--- src/rtl/move_pulse_gen_if.sv ---
// Board-side switch inputs and conditioned move outputs of move_pulse_gen.
// master = switch/board side, slave = the pulse generator.
interface move_pulse_gen_if;
  logic       i_Switch_1;
  logic       i_Switch_2;
  logic       i_Switch_3;
  logic       i_Switch_4;
  logic       i_Game_Active;
  logic       o_Up_Mvt;
  logic       o_Down_Mvt;
  logic       o_Left_Mvt;
  logic       o_Right_Mvt;
  logic [1:0] o_Held_Dir;
  logic       o_Holding;

  modport master (
    output i_Switch_1, i_Switch_2, i_Switch_3, i_Switch_4, i_Game_Active,
    input  o_Up_Mvt, o_Down_Mvt, o_Left_Mvt, o_Right_Mvt, o_Held_Dir, o_Holding
  );

  modport slave (
    input  i_Switch_1, i_Switch_2, i_Switch_3, i_Switch_4, i_Game_Active,
    output o_Up_Mvt, o_Down_Mvt, o_Left_Mvt, o_Right_Mvt, o_Held_Dir, o_Holding
  );
endinterface

--- src/rtl/move_pulse_gen.sv ---
// Frogger movement switch conditioning: synchronise, debounce, arbitrate and
// turn switch holds into single-cycle move pulses with auto-repeat.
//
// state  | meaning
// IDLE   | waiting for a fresh press event while the game is active
// DELAY  | pulse issued, counting hold time until the first repeat
// REPEAT | auto-repeating every c_REPEAT_PERIOD cycles while held
module move_pulse_gen #(
  parameter int c_DEBOUNCE_LIMIT = 250000,
  parameter int c_REPEAT_DELAY   = 12500000,
  parameter int c_REPEAT_PERIOD  = 5000000
) (
  input logic             i_Clk,
  input logic             i_Rst_L,
  move_pulse_gen_if.slave mpg
);

  localparam int c_DB_W  = $clog2(c_DEBOUNCE_LIMIT > 1 ? c_DEBOUNCE_LIMIT : 2);
  localparam int c_RP_MX = (c_REPEAT_DELAY > c_REPEAT_PERIOD) ? c_REPEAT_DELAY : c_REPEAT_PERIOD;
  localparam int c_RP_W  = $clog2(c_RP_MX > 1 ? c_RP_MX : 2);

  localparam logic [c_DB_W-1:0] c_DB_LAST  = c_DB_W'(c_DEBOUNCE_LIMIT - 1);
  localparam logic [c_RP_W-1:0] c_DLY_LAST = c_RP_W'(c_REPEAT_DELAY - 1);
  localparam logic [c_RP_W-1:0] c_PER_LAST = c_RP_W'(c_REPEAT_PERIOD - 1);

  typedef enum logic [1:0] {
    IDLE   = 2'd0,
    DELAY  = 2'd1,
    REPEAT = 2'd2
  } state_t;

  logic [3:0]        w_raw;
  logic [3:0]        r_sync1;
  logic [3:0]        r_sync2;
  logic [3:0]        r_deb;
  logic [3:0]        r_deb_prev;
  logic [3:0]        r_armed;
  logic [1:0]        r_sync_vld;
  logic [c_DB_W-1:0] r_db_cnt [4];
  logic [3:0]        w_press;

  state_t            r_state;
  state_t            w_state_nxt;
  logic [c_RP_W-1:0] r_rep_cnt;
  logic [c_RP_W-1:0] w_rep_cnt_nxt;
  logic [1:0]        r_dir;
  logic [1:0]        w_dir_nxt;
  logic [1:0]        w_dir_sel;
  logic [3:0]        r_pulse;
  logic [3:0]        w_pulse_nxt;
  logic              w_held;

  assign w_raw = {mpg.i_Switch_4, mpg.i_Switch_3, mpg.i_Switch_2, mpg.i_Switch_1};

  // A switch held through reset must be seen released before it may fire.
  always_ff @(posedge i_Clk or negedge i_Rst_L) begin
    if (!i_Rst_L) begin
      r_sync1    <= '0;
      r_sync2    <= '0;
      r_deb      <= '0;
      r_deb_prev <= '0;
      r_armed    <= '0;
      r_sync_vld <= '0;
      for (int i = 0; i < 4; i++) r_db_cnt[i] <= '0;
    end else begin
      r_sync1    <= w_raw;
      r_sync2    <= r_sync1;
      r_deb_prev <= r_deb;
      r_sync_vld <= {r_sync_vld[0], 1'b1};
      for (int i = 0; i < 4; i++) begin
        if (r_sync2[i] == r_deb[i]) begin
          r_db_cnt[i] <= '0;
        end else if (r_db_cnt[i] == c_DB_LAST) begin
          r_deb[i]    <= r_sync2[i];
          r_db_cnt[i] <= '0;
        end else begin
          r_db_cnt[i] <= r_db_cnt[i] + c_DB_W'(1);
        end
        if (r_sync_vld[1] && !r_sync2[i] && !r_deb[i]) r_armed[i] <= 1'b1;
      end
    end
  end

  assign w_press = r_deb & ~r_deb_prev & r_armed;
  assign w_held  = r_deb[r_dir];

  always_comb begin
    w_dir_sel = 2'd3;
    if (w_press[0])      w_dir_sel = 2'd0;
    else if (w_press[1]) w_dir_sel = 2'd1;
    else if (w_press[2]) w_dir_sel = 2'd2;
  end

  always_comb begin
    w_state_nxt   = r_state;
    w_rep_cnt_nxt = r_rep_cnt;
    w_dir_nxt     = r_dir;
    w_pulse_nxt   = 4'b0000;
    if (!mpg.i_Game_Active) begin
      w_state_nxt   = IDLE;
      w_rep_cnt_nxt = '0;
    end else begin
      case (r_state)
        IDLE: begin
          if (|w_press) begin
            w_dir_nxt              = w_dir_sel;
            w_pulse_nxt[w_dir_sel] = 1'b1;
            w_rep_cnt_nxt          = '0;
            w_state_nxt            = DELAY;
          end
        end
        DELAY: begin
          if (!w_held) begin
            w_state_nxt   = IDLE;
            w_rep_cnt_nxt = '0;
          end else if (r_rep_cnt == c_DLY_LAST) begin
            w_pulse_nxt[r_dir] = 1'b1;
            w_rep_cnt_nxt      = '0;
            w_state_nxt        = REPEAT;
          end else begin
            w_rep_cnt_nxt = r_rep_cnt + c_RP_W'(1);
          end
        end
        REPEAT: begin
          if (!w_held) begin
            w_state_nxt   = IDLE;
            w_rep_cnt_nxt = '0;
          end else if (r_rep_cnt == c_PER_LAST) begin
            w_pulse_nxt[r_dir] = 1'b1;
            w_rep_cnt_nxt      = '0;
          end else begin
            w_rep_cnt_nxt = r_rep_cnt + c_RP_W'(1);
          end
        end
        default: begin
          w_state_nxt   = IDLE;
          w_rep_cnt_nxt = '0;
        end
      endcase
    end
  end

  always_ff @(posedge i_Clk or negedge i_Rst_L) begin
    if (!i_Rst_L) begin
      r_state   <= IDLE;
      r_rep_cnt <= '0;
      r_dir     <= 2'd0;
      r_pulse   <= 4'b0000;
    end else begin
      r_state   <= w_state_nxt;
      r_rep_cnt <= w_rep_cnt_nxt;
      r_dir     <= w_dir_nxt;
      r_pulse   <= w_pulse_nxt;
    end
  end

  assign mpg.o_Up_Mvt    = r_pulse[0];
  assign mpg.o_Down_Mvt  = r_pulse[1];
  assign mpg.o_Left_Mvt  = r_pulse[2];
  assign mpg.o_Right_Mvt = r_pulse[3];
  assign mpg.o_Held_Dir  = r_dir;
  assign mpg.o_Holding   = (r_state != IDLE);

endmodule

--- src/flat_wrapper.sv ---
// flat-port wrapper written by rule: the top's interface ports become plain ports
module move_pulse_gen_flat 
#(
  parameter int c_DEBOUNCE_LIMIT = 250000,
  parameter int c_REPEAT_DELAY   = 12500000,
  parameter int c_REPEAT_PERIOD  = 5000000
)
  (i_Clk, i_Rst_L, mpg_i_Switch_1, mpg_i_Switch_2, mpg_i_Switch_3, mpg_i_Switch_4, mpg_i_Game_Active, mpg_o_Up_Mvt, mpg_o_Down_Mvt, mpg_o_Left_Mvt, mpg_o_Right_Mvt, mpg_o_Held_Dir, mpg_o_Holding);
  move_pulse_gen_if mpg_i ();
  input logic i_Clk;
  input logic i_Rst_L;
  input wire logic [$bits(mpg_i.i_Switch_1)-1:0] mpg_i_Switch_1;
  input wire logic [$bits(mpg_i.i_Switch_2)-1:0] mpg_i_Switch_2;
  input wire logic [$bits(mpg_i.i_Switch_3)-1:0] mpg_i_Switch_3;
  input wire logic [$bits(mpg_i.i_Switch_4)-1:0] mpg_i_Switch_4;
  input wire logic [$bits(mpg_i.i_Game_Active)-1:0] mpg_i_Game_Active;
  output wire logic [$bits(mpg_i.o_Up_Mvt)-1:0] mpg_o_Up_Mvt;
  output wire logic [$bits(mpg_i.o_Down_Mvt)-1:0] mpg_o_Down_Mvt;
  output wire logic [$bits(mpg_i.o_Left_Mvt)-1:0] mpg_o_Left_Mvt;
  output wire logic [$bits(mpg_i.o_Right_Mvt)-1:0] mpg_o_Right_Mvt;
  output wire logic [$bits(mpg_i.o_Held_Dir)-1:0] mpg_o_Held_Dir;
  output wire logic [$bits(mpg_i.o_Holding)-1:0] mpg_o_Holding;
  assign mpg_i.i_Switch_1 = mpg_i_Switch_1;
  assign mpg_i.i_Switch_2 = mpg_i_Switch_2;
  assign mpg_i.i_Switch_3 = mpg_i_Switch_3;
  assign mpg_i.i_Switch_4 = mpg_i_Switch_4;
  assign mpg_i.i_Game_Active = mpg_i_Game_Active;
  assign mpg_o_Up_Mvt = mpg_i.o_Up_Mvt;
  assign mpg_o_Down_Mvt = mpg_i.o_Down_Mvt;
  assign mpg_o_Left_Mvt = mpg_i.o_Left_Mvt;
  assign mpg_o_Right_Mvt = mpg_i.o_Right_Mvt;
  assign mpg_o_Held_Dir = mpg_i.o_Held_Dir;
  assign mpg_o_Holding = mpg_i.o_Holding;
  move_pulse_gen #(.c_DEBOUNCE_LIMIT(c_DEBOUNCE_LIMIT), .c_REPEAT_DELAY(c_REPEAT_DELAY), .c_REPEAT_PERIOD(c_REPEAT_PERIOD)) u_core (.i_Clk(i_Clk), .i_Rst_L(i_Rst_L), .mpg(mpg_i));
endmodule
--- config.mk ---
export PLATFORM = sky130hd
export DESIGN_NAME = move_pulse_gen_flat
export DESIGN_NICKNAME = d
export VERILOG_FILES = /design/src/rtl/move_pulse_gen_if.sv /design/src/rtl/move_pulse_gen.sv /design/src/flat_wrapper.sv
export SDC_FILE = /design/constraint.sdc
export NUM_CORES = 1
export LEC_CHECK = 0
export BUFFER_PORTS_ARGS = -buffer_cell sky130_fd_sc_hd__buf_2
export CORE_ASPECT_RATIO = 0.7
export CORE_MARGIN = 2
export CORE_UTILIZATION = 42
export DETAILED_ROUTE_END_ITERATION = 10
export PLACE_DENSITY = 0.6
export SYNTH_ARGS = -nofsm -noshare
export SYNTH_HDL_FRONTEND = slang
export SYNTH_SLANG_ARGS = --single-unit
--- constraint.sdc ---
create_clock -name i_Clk -period 2.33 [get_ports i_Clk]
set_input_delay 0.466 -clock i_Clk [delete_from_list [all_inputs] [get_ports i_Clk]]
set_output_delay 0.466 -clock i_Clk [all_outputs]
set_load 0.1 [all_outputs]
==> run_results.csv <==
group,metric,value,unit
floorplanning,start_util,42.9,%
timing,max_slew_margin,53.7,%
global_routing,grt_pass1_wl,22500,microns
routing,avgRoutedWirePerCell,14.7,microns
clock_network,clk_latency,410,ps
global_routing,grt_max_degree,47,
clock_network,hold_buffers,0,
timing,maxSlewViolCount,0,
flow_run,cap_viol_max_count,0,
routing,wirelength,13000,microns
timing,finalHoldViolations,0,
synth,yosysTopAreaCellShare,50.1,%
routing,vias_per_cell,5.33,
synth,ys_top_cells_by_count,"126 x dfrtp_1, 104 x nor2_1, 58 x nand2_1",
worst_setup_path,worst_path_max_delay_cell,"o31a_2",
min_path,hold_class,"input port to async pin",
routing,drtPass1Iterations,4,
global_routing,gr-total-overflow,0,
clock_network,ctsLongestPathBuffers,2,
clock_network,clock_sinks,126,
placement,io_buffers,13,
worst_setup_path,cp.arrival,2510,ps
floorplanning,chipWidth,150,microns
clock_network,cts_made_buffers,17,
global_routing,antenna_found_initial,0,
worst_setup_path,cp-end-kind,"flip-flop",
timing,finalWorstPathRequiredPeriod,2230,ps
synth,synth_area_per_cell,9.78,sq um
run_status,outcome,"completed",
routing,drc,0,
routing,drt-initial-drc-count,281,
worst_setup_path,slowest_delay,500,ps
synth,yosys_register_bits,126,
synth,netlist_area,6290,sq um
routing,postRouteAntennaNets,0,
clock_network,ctsHtreeMaxLevel,4,
global_routing,grt_usage,17.7,%
floorplanning,die_h,106,microns
worst_setup_path,crit_path_cell_trace,"nor4b_1 > nand4b_1 > o31a_2 > buf_4 > o2111ai_1 > o211ai_1",
timing,post-route-period-util,95.5,%
synth,synth_cells,643,
synth,synth_nets,659,
power_and_ir_drop,p_leak,0.00301,uW
placement,hpwl,8890,microns
clock_network,postCtsSetupBuffers,0,
synth,post-synth-top-area-cell,"dfrtp_1",
placement,place_congestion,0.891,
power_and_ir_drop,fin_total_pwr,4810,uW
clock_network,cts_root_buffer,"clkbuf_16",
timing,finalSetupViolations,0,
timing,worst_pin_slew,688,ps
layout,area.growth.synth_to_final,16.7,%
synth,yosys_warnings,0,
clock_network,cts_tree,"done",
worst_setup_path,path_delay_family,"compound AO/OA/AOI/OAI gates",
worst_setup_path,critPathLaunchType,"flip-flop",
worst_setup_path,cp_num_buf_inv,1,
timing,fmax,449,MHz
worst_setup_path,reg2reg_from,"u_core.r_rep_cnt[13]$_DFFE_PN0P_",
synth,synth_most_common_cell,"dfrtp_1",
synth,seq_area_frac_synth,50.1,%
timing,fin_skew,10.7,ps
routing,vias,4721,
floorplanning,num_io_pins,14,
layout,fin_util,50.0,%
floorplanning,coreArea,14700,sq um
timing,timing.setup.tns,0,ps
worst_setup_path,crit_type,"flip-flop to flip-flop",
worst_setup_path,critPathLaunch,"u_core.r_rep_cnt[13]$_DFFE_PN0P_",
synth,synth_flop_cell,"dfrtp_1",
floorplanning,rows,37,
synth,synth_edf_count,0,
synth,synth-async-reset-ratio,100,%
layout,nets,695,
power_and_ir_drop,p_per_area,656,nW/um^2
worst_setup_path,crit_fanout,9,
layout,drive_above_1_share,14.5,%
synth,synth.area.top_cells,"dfrtp_1 50%, xnor2_1 6.5%, nor2_1 6.2%",
power_and_ir_drop,vdd_drop_max,0.000438,V
clock_network,clkTransAtPathRegs,60,ps
global_routing,grt_pass1_vias,4571,
floorplanning,die_area,16000,sq um
synth,ys_types,52,
layout,antenna_cells,0,
worst_setup_path,cp.required,2610,ps
timing,rsz0062_at_grt,"false",
## state kept, by name, indices dropped and copies added, names as in the netlist, 4 cells and up
name	cells
u_core.r_pulse	4
u_core.r_deb	4
u_core.r_sync2	4
u_core.r_deb_prev	4
u_core.r_db_cnt	72
u_core.r_rep_cnt	24
u_core.r_armed	4
u_core.r_sync1	4
## area by class of cell
type                       count  area (sq um)
fill                        1329          7340
tap                          195           244
clock inverter                12          96.3
clock buffer                  19           453
multi-input combinational    477          2970
sequential                   126          3160
inverter                      15          56.3
timing repair buffer          42           359
## layer usage
layer | GRT usage, % | vias up | part of all wire [%] | wire length [microns]
met5 | 0 | - | 0 | 0
met4 | 6.74 | 0 | 1.1 | 138
met3 | 3.86 | 12 | 4.7 | 606
met2 | 24.7 | 97 | 43 | 5550
met1 | 26.7 | 2282 | 52 | 6690
li1 | - | 2330 | - | -
## kinds of logic after synthesis
kind of cell | synth area share (%)
buf+inv | 2.87
other cells | 0.0596
mux | 1.23
simple gates | 24.8
flops | 50.1
fa+ha+maj | 1.79
compound gates | 8.10
xor+xnor | 11.0
## worst paths after layout
kind	end	slack [ps]	cells past startpoint
worst max-delay path	u_core.r_rep_cnt[9]$_DFFE_PN0P_	100	6
worst min-delay path	u_core.r_db_cnt[64]$_DFF_PN0_	30	1
worst max register to register	u_core.r_rep_cnt[9]$_DFFE_PN0P_	100	6
worst min register to register	u_core.r_sync2[1]$_DFF_PN0_	350	0
max in group asynchronous	u_core.r_db_cnt[33]$_DFF_PN0_	1670	2
min in group i_Clk	u_core.r_sync1[1]$_DFF_PN0_	160	1
## cell usage in the layout, fill, tap and decap left out, types with 14 or more instances in the layout
master / Yosys / final
nand4_1: 24 / 24
nor4_1: 16 / 15
xnor2_1: 47 / 47
buf_4: 0 / 24
nand3_1: 41 / 41
dfrtp_1: 126 / 123
clkbuf_16: 0 / 17
a21oi_1: 14 / 14
nor2_1: 104 / 104
nand2_1: 58 / 58
xor2_1: 32 / 32
inv_1: 15 / 15
## metrics by stage
stage          setup slack [ps]  cell area [sq um]  hold WS, ps  cells
5_1_grt                    2.43               7340         67.7    886
3_3_place_gp               59.7               6750          333    854
2_1_floorplan              45.7               6290          170    643
3_5_place_dp              -19.5               6750          335    854
6_report                    104               7340         31.5    886
4_1_cts                    54.9               7340         44.6    886
## report_power, final
part / switching (uW) / internal, uW
combinational: 95.8 / 37.5
clock: 943 / 1500
sequential: 22.6 / 2220
## timing repair
action | CTS | global route
gates cloned | 1 | 0
resized for setup | 4 | 2
pin swaps | 5 | 3
setup endpoints to repair | 1 | 6
## worst register-to-register path, delay by kind of cell, from the launching register on
kind / cells / cell delay [ps]
compound gates: 3 / 830
flops: 1 / 430
simple gates: 2 / 650
buf+inv: 1 / 200
(Power assumes the default switching activity.)
